$ cat config.mk
export PLATFORM = sky130hd
export DESIGN_NAME = mux_sel_arbiter_flat
export DESIGN_NICKNAME = d
export VERILOG_FILES = /design/src/rtl/mux_pkg.sv /design/src/rtl/mux_sel_arbiter_if.sv /design/src/rtl/rr_pick.sv /design/src/rtl/mux_sel_arbiter.sv /design/src/flat_wrapper.sv
export SDC_FILE = /design/constraint.sdc
export NUM_CORES = 1
export LEC_CHECK = 0
export BUFFER_PORTS_ARGS = -buffer_cell sky130_fd_sc_hd__buf_2
export CORE_AREA = 2 2 52 42
export DETAILED_ROUTE_END_ITERATION = 7
export DIE_AREA = 0 0 54 44
export PLACE_DENSITY = 0.75
export SLEW_MARGIN = 20
export SYNTH_ARGS = -nofsm -noshare
export SYNTH_HDL_FRONTEND = slang
export SYNTH_HIERARCHICAL = 1
export SYNTH_SLANG_ARGS = --single-unit
export TNS_END_PERCENT = 30
$ cat constraint.sdc
create_clock -name clk -period 2.1 [get_ports clk]
set_clock_uncertainty 0.05 [all_clocks]
set_input_delay 0.42 -clock clk [delete_from_list [all_inputs] [get_ports clk]]
set_output_delay 0.42 -clock clk [all_outputs]
set_load 0.05 [all_outputs]
$ cat src/rtl/mux_pkg.sv
// Shared constants and FSM state type for the round-robin mux select arbiter.
package mux_pkg;

    localparam int NUM_CH = 4;
    localparam int SEL_W  = 2;
    localparam int CNT_W  = 8;

    typedef enum logic {
        IDLE  = 1'b0,
        GRANT = 1'b1
    } state_e;

endpackage

$ cat src/rtl/mux_sel_arbiter_if.sv
// Request/grant bundle between the requesters, the arbiter and the downstream 4:1 mux.
interface mux_sel_arbiter_if;
    import mux_pkg::*;

    logic [NUM_CH-1:0] req;
    logic              ack;
    logic [SEL_W-1:0]  sel;
    logic [NUM_CH-1:0] gnt;
    logic              valid;
    logic              timeout;

    modport slave (
        input  req,
        input  ack,
        output sel,
        output gnt,
        output valid,
        output timeout
    );

    modport master (
        output req,
        output ack,
        input  sel,
        input  gnt,
        input  valid,
        input  timeout
    );

endinterface

$ cat src/rtl/rr_pick.sv
// Combinational round-robin search: first set request at or above ptr_i, wrapping.
module rr_pick #(
    parameter int NUM_CH = 4,
    parameter int SEL_W  = 2
) (
    input  logic [NUM_CH-1:0] req_i,
    input  logic [SEL_W-1:0]  ptr_i,
    output logic [SEL_W-1:0]  winner_o,
    output logic              any_o
);

    logic [SEL_W-1:0] idx;

    always_comb begin
        winner_o = ptr_i;
        any_o    = 1'b0;
        idx      = '0;
        for (int i = 0; i < NUM_CH; i++) begin
            // Index arithmetic wraps naturally because NUM_CH == 2**SEL_W.
            idx = ptr_i + SEL_W'(i);
            if (!any_o && req_i[idx]) begin
                winner_o = idx;
                any_o    = 1'b1;
            end
        end
    end

endmodule

$ cat src/rtl/mux_sel_arbiter.sv
// Round-robin arbiter driving a 4:1 mux select, with ack handshake and grant timeout.
module mux_sel_arbiter #(
    parameter int NUM_CH  = mux_pkg::NUM_CH,
    parameter int SEL_W   = mux_pkg::SEL_W,
    parameter int TIMEOUT = 15
) (
    input  logic             clk,
    input  logic             rst_n,
    mux_sel_arbiter_if.slave bus
);
    import mux_pkg::*;

    localparam logic [CNT_W-1:0] CNT_LAST = CNT_W'(TIMEOUT - 1);

    state_e            state_q, state_d;
    logic [SEL_W-1:0]  sel_q, sel_d;
    logic [SEL_W-1:0]  ptr_q, ptr_d;
    logic [NUM_CH-1:0] gnt_q, gnt_d;
    logic [CNT_W-1:0]  cnt_q, cnt_d;
    logic              to_q, to_d;
    logic              grant_end;

    logic [SEL_W-1:0]  pick_ptr;
    logic [SEL_W-1:0]  pick_idx;
    logic              pick_any;

    // While granted, the search for the follow-on winner starts just past the
    // current one, so it is ready the same cycle the grant ends.
    assign pick_ptr = (state_q == GRANT) ? (sel_q + SEL_W'(1)) : ptr_q;

    rr_pick #(
        .NUM_CH (NUM_CH),
        .SEL_W  (SEL_W)
    ) u_rr_pick (
        .req_i    (bus.req),
        .ptr_i    (pick_ptr),
        .winner_o (pick_idx),
        .any_o    (pick_any)
    );

    always_comb begin
        state_d   = state_q;
        sel_d     = sel_q;
        ptr_d     = ptr_q;
        gnt_d     = gnt_q;
        cnt_d     = cnt_q;
        to_d      = 1'b0;
        grant_end = 1'b0;
        case (state_q)
            IDLE: begin
                if (pick_any) begin
                    state_d = GRANT;
                    sel_d   = pick_idx;
                    gnt_d   = NUM_CH'(1) << pick_idx;
                    cnt_d   = '0;
                end
            end
            GRANT: begin
                // ack wins over a timeout landing in the same cycle.
                if (bus.ack) begin
                    grant_end = 1'b1;
                end else if (cnt_q == CNT_LAST) begin
                    grant_end = 1'b1;
                    to_d      = 1'b1;
                end else begin
                    cnt_d = cnt_q + CNT_W'(1);
                end
                if (grant_end) begin
                    ptr_d = sel_q + SEL_W'(1);
                    cnt_d = '0;
                    if (pick_any) begin
                        sel_d = pick_idx;
                        gnt_d = NUM_CH'(1) << pick_idx;
                    end else begin
                        state_d = IDLE;
                        gnt_d   = '0;
                    end
                end
            end
            default: begin
                state_d = IDLE;
                gnt_d   = '0;
            end
        endcase
    end

    always_ff @(posedge clk or negedge rst_n) begin
        if (!rst_n) begin
            state_q <= IDLE;
            sel_q   <= '0;
            ptr_q   <= '0;
            gnt_q   <= '0;
            cnt_q   <= '0;
            to_q    <= 1'b0;
        end else begin
            state_q <= state_d;
            sel_q   <= sel_d;
            ptr_q   <= ptr_d;
            gnt_q   <= gnt_d;
            cnt_q   <= cnt_d;
            to_q    <= to_d;
        end
    end

    assign bus.sel     = sel_q;
    assign bus.gnt     = gnt_q;
    assign bus.valid   = (state_q == GRANT);
    assign bus.timeout = to_q;

endmodule

$ cat src/flat_wrapper.sv
// flat-port wrapper written by rule: the top's interface ports become plain ports
module mux_sel_arbiter_flat import mux_pkg::*;
#(
    parameter int NUM_CH  = mux_pkg::NUM_CH,
    parameter int SEL_W   = mux_pkg::SEL_W,
    parameter int TIMEOUT = 15
)
  (clk, rst_n, bus_req, bus_ack, bus_sel, bus_gnt, bus_valid, bus_timeout);
  mux_sel_arbiter_if bus_i ();
  input  logic clk;
  input  logic rst_n;
  input wire logic [$bits(bus_i.req)-1:0] bus_req;
  input wire logic [$bits(bus_i.ack)-1:0] bus_ack;
  output wire logic [$bits(bus_i.sel)-1:0] bus_sel;
  output wire logic [$bits(bus_i.gnt)-1:0] bus_gnt;
  output wire logic [$bits(bus_i.valid)-1:0] bus_valid;
  output wire logic [$bits(bus_i.timeout)-1:0] bus_timeout;
  assign bus_i.req = bus_req;
  assign bus_i.ack = bus_ack;
  assign bus_sel = bus_i.sel;
  assign bus_gnt = bus_i.gnt;
  assign bus_valid = bus_i.valid;
  assign bus_timeout = bus_i.timeout;
  mux_sel_arbiter #(.NUM_CH(NUM_CH), .SEL_W(SEL_W), .TIMEOUT(TIMEOUT)) u_core (.clk(clk), .rst_n(rst_n), .bus(bus_i));
endmodule
==> key figures <==
Outcome
  • Status: complete, no violations

Timing
  • Final setup viols: 0
  • Final period utilization: 91.91%
  • Final min period: roughly 1.9 ns
  • Highest clock rate: ~0.52 GHz
  • Setup TNS: 0 ns
  • Unrepaired setup endpoints after global routing: no
  • Slew Limit Fails: 0
  • Worst-margin pin slew: slightly below 0.5 ns
  • Fin. Hold Viols: 0
  • Min setup slack post-route: 0.1700 ns
  • Rel. slew slack: between 60% and 70%

Power and ir drop
  • Leak: around 0.00052 uW
  • Power per Cell Area: roughly 1200 nW/um^2
  • Combinational power share: between 40% and 50%
  • Max IR drop VDD: 0.8848 mV
  • Clock Power Share: 16.5%
  • Sw Ratio: about 45%
  • P_sw: approximately 600 uW
  • Pwr Total: roughly 1300 uW
  • Reg power frac: between 30% and 40%
  • Pint: just over 700 uW

Yosys
  • Mapped Nets: between 100 and 150
  • Seq/Total Area, Yosys: between 40% and 50%
  • Ys flop type: dfrtp_1
  • Post-synth EDFFs: 0
  • FF+latch count, synth: 18
  • Post-synth ARST share: 100.0%
  • Yosys warns: 6
  • Count of cell types in the netlist: 36
  • Ranking of synthesized cells by area: dfrtp_1 (46%), nand2_1 (4.3%), o21ai_0 (3.6%)
  • Mean post-synth cell area: between 9 and 10 sq um
  • Top-area cell type share of the netlist area: 46.45%
  • Mapped cell area: about 970 sq um
  • Post-Syn Instances: 99
  • Post-synth top area cell: dfrtp_1

Final layout
  • Area growth, synth to finish: 15.10%
  • Most frequent cells in the layout: dfrtp_1 (18), buf_2 (14), nand2_1 (11)
  • Storage cell area: around 450 sq um
  • Layout Nets: approximately 130
  • ANT cells: 0
  • Ratio of cells with drive above 1 in the final layout: 22.03%
  • Area occupied by multi-input gates: between 400 and 500 sq um
  • Commonest non-fill, non-tap cell in the layout: dfrtp_1
  • Fillers: approximately 180
  • Final Core Density: 58.99%

Placement
  • Detail Placement HPWL: 1496 um
  • Place WS: around 0.2 ns
  • Placer Congestion: slightly below 0.8
  • Port Buffer Count: 14

Floorplanning
  • CORE AREA: around 1900 sq um
  • Initial cell density of the core: between 50% and 60%
  • Die Height: approximately 44 um
  • IO Count: 15
  • DIE AREA: roughly 2400 sq um
  • Die Wd: roughly 54 um
  • Num rows: 14

Clocking
  • Htree depth: 1
  • Cts bufs inserted: 3
  • Clock-pin slew on the worst setup and hold paths: around 0.10 ns
  • CTS tree: done
  • Clock tree buffer depth: 2
  • Root buffer cell: clkbuf_4
  • Total clock sinks: 18
  • Worst skew pair latency: around 0.3 ns

Global routing
  • Total Routing Usage GR: about a fifth
  • Initial antenna violation count: 0
  • First-pass GRT wire length: ~3500 um
  • Grt ovf: 0
  • Vias in the first global route: around 800
  • Largest net degree at the start of global routing: 19

Setup path
  • Setup crit start kind: register
  • Worst setup EP type: register
  • Max incr delay on CP: about 0.45 ns
  • CP max stage cell: dfrtp_1
  • CP cell instances: xnor2_1 -> a21oi_1 -> or3_1 -> nand4b_1 -> nand2_1 -> mux2_2
  • WP data required: around 2.2 ns
  • Kind of critical path: reg2reg
  • Critical path arrival: ~2.1 ns
  • CP max FO: 5

Detailed routing
  • Post-route ant nets: 0
  • DR vias: ~800
  • DRT Wirelength: ~2000 um
  • DR iter-0 viols: 18
  • Via/cell ratio: roughly 5.7
  • WL/cell: around 14 um
  • Initial DRT Pass Iterations: 4
  • DRC: 0

Job
  • Max cap viols: 0

Hold path
  • Worst min-delay path class: in2reg
## critical path: cells and delay by family (launching register included)
| kind | cells | cell delay (ns) |
|---|---|---|
| compound gates | 1 | 0.18 |
| mux | 1 | 0.28 |
| simple gates | 3 | 0.63 |
| xor+xnor | 1 | 0.24 |
| flops | 1 | 0.45 |
## kinds of logic after synthesis
logic type / after synthesis / synth area share (%)
AOI/OAI and AO/OA: 29 / 21.55
DFF: 18 / 46.45
muxes: 4 / 4.258
buffers and inverters: 7 / 2.710
and+or+nand+nor: 37 / 20.65
adders and majority gates: 2 / 2.580
xor gates and xnor gates: 2 / 1.807
## power by group through the flow
stage	registers (uW)	clock network (uW)	logic, uW
2_1_floorplan	706	0	244
3_3_place_gp	519	0	561
3_5_place_dp	521	0	569
4_1_cts	514	224	572
5_1_grt	533	245	613
6_report	514	215	571
## Yosys cell counts, drive strengths merged, types with 2 or more instances
library cell  number
o31ai              2
a21o               2
ha                 2
inv                7
mux2i              3
nand3              4
nand2b             4
dfrtp             18
nand2             11
a31oi              4
nor2               7
a21oi              6
o21ai              8
o2bb2ai            2
## what timing repair did
| item | in CTS | in global routing |
|---|---|---|
| setup buffers | 0 | 0 |
| endpoints found under the hold margin | 18 | 0 |
| resized for setup | 0 | 0 |
| hold buffers | 1 | 0 |
## final timing paths
path,start,end,slack [ns],cells after the start
max in group asynchronous,rst_n,u_core/bus.sel[0],1.19,2
min in group asynchronous,rst_n,u_core/cnt_q[5],0.52,2
min reg2reg,u_core/bus.gnt[1],u_core/bus.gnt[1],0.45,1
max,u_core/bus.sel[0],u_core/bus.sel[1],0.17,6
min,bus_ack,u_core/bus.timeout,0.42,3
max reg2reg,u_core/bus.sel[0],u_core/bus.sel[1],0.17,6
## registers in the layout, indices dropped and copies added (netlist names)
signal,count
u_core/ptr_q,2
u_core/bus.timeout,1
u_core/bus.gnt,4
u_core/bus.valid,1
u_core/bus.sel,2
u_core/cnt_q,8
## routing by layer
metal	up-vias	global-route usage [%]	wire, um
met4	0	4.500	12
met2	20	33.66	946
met3	2	6.207	107
met5	-	0	0
met1	385	25.93	916
li1	396	-	-
## stage by stage
step / cell area [sq um] / std cells / hold WS [ns]
after floorplan: 969.7 / 99 / 0.07441
after global placement: 1070 / 137 / 0.3212
after detailed placement: 1070 / 137 / 0.3254
after CTS: 1116 / 142 / 0.4057
after global routing: 1116 / 142 / 0.4144
final: 1116 / 142 / 0.4181
## area by class of cell
cell class / count / area share (%)
clock buffer: 4 / 3.251
inverter: 7 / 2.354
tap: 24 / 2.691
timing repair buffer: 15 / 7.175
multi-input combinational: 74 / 44.17
sequential: 18 / 40.36
Power figures use the tool's default switching activity.
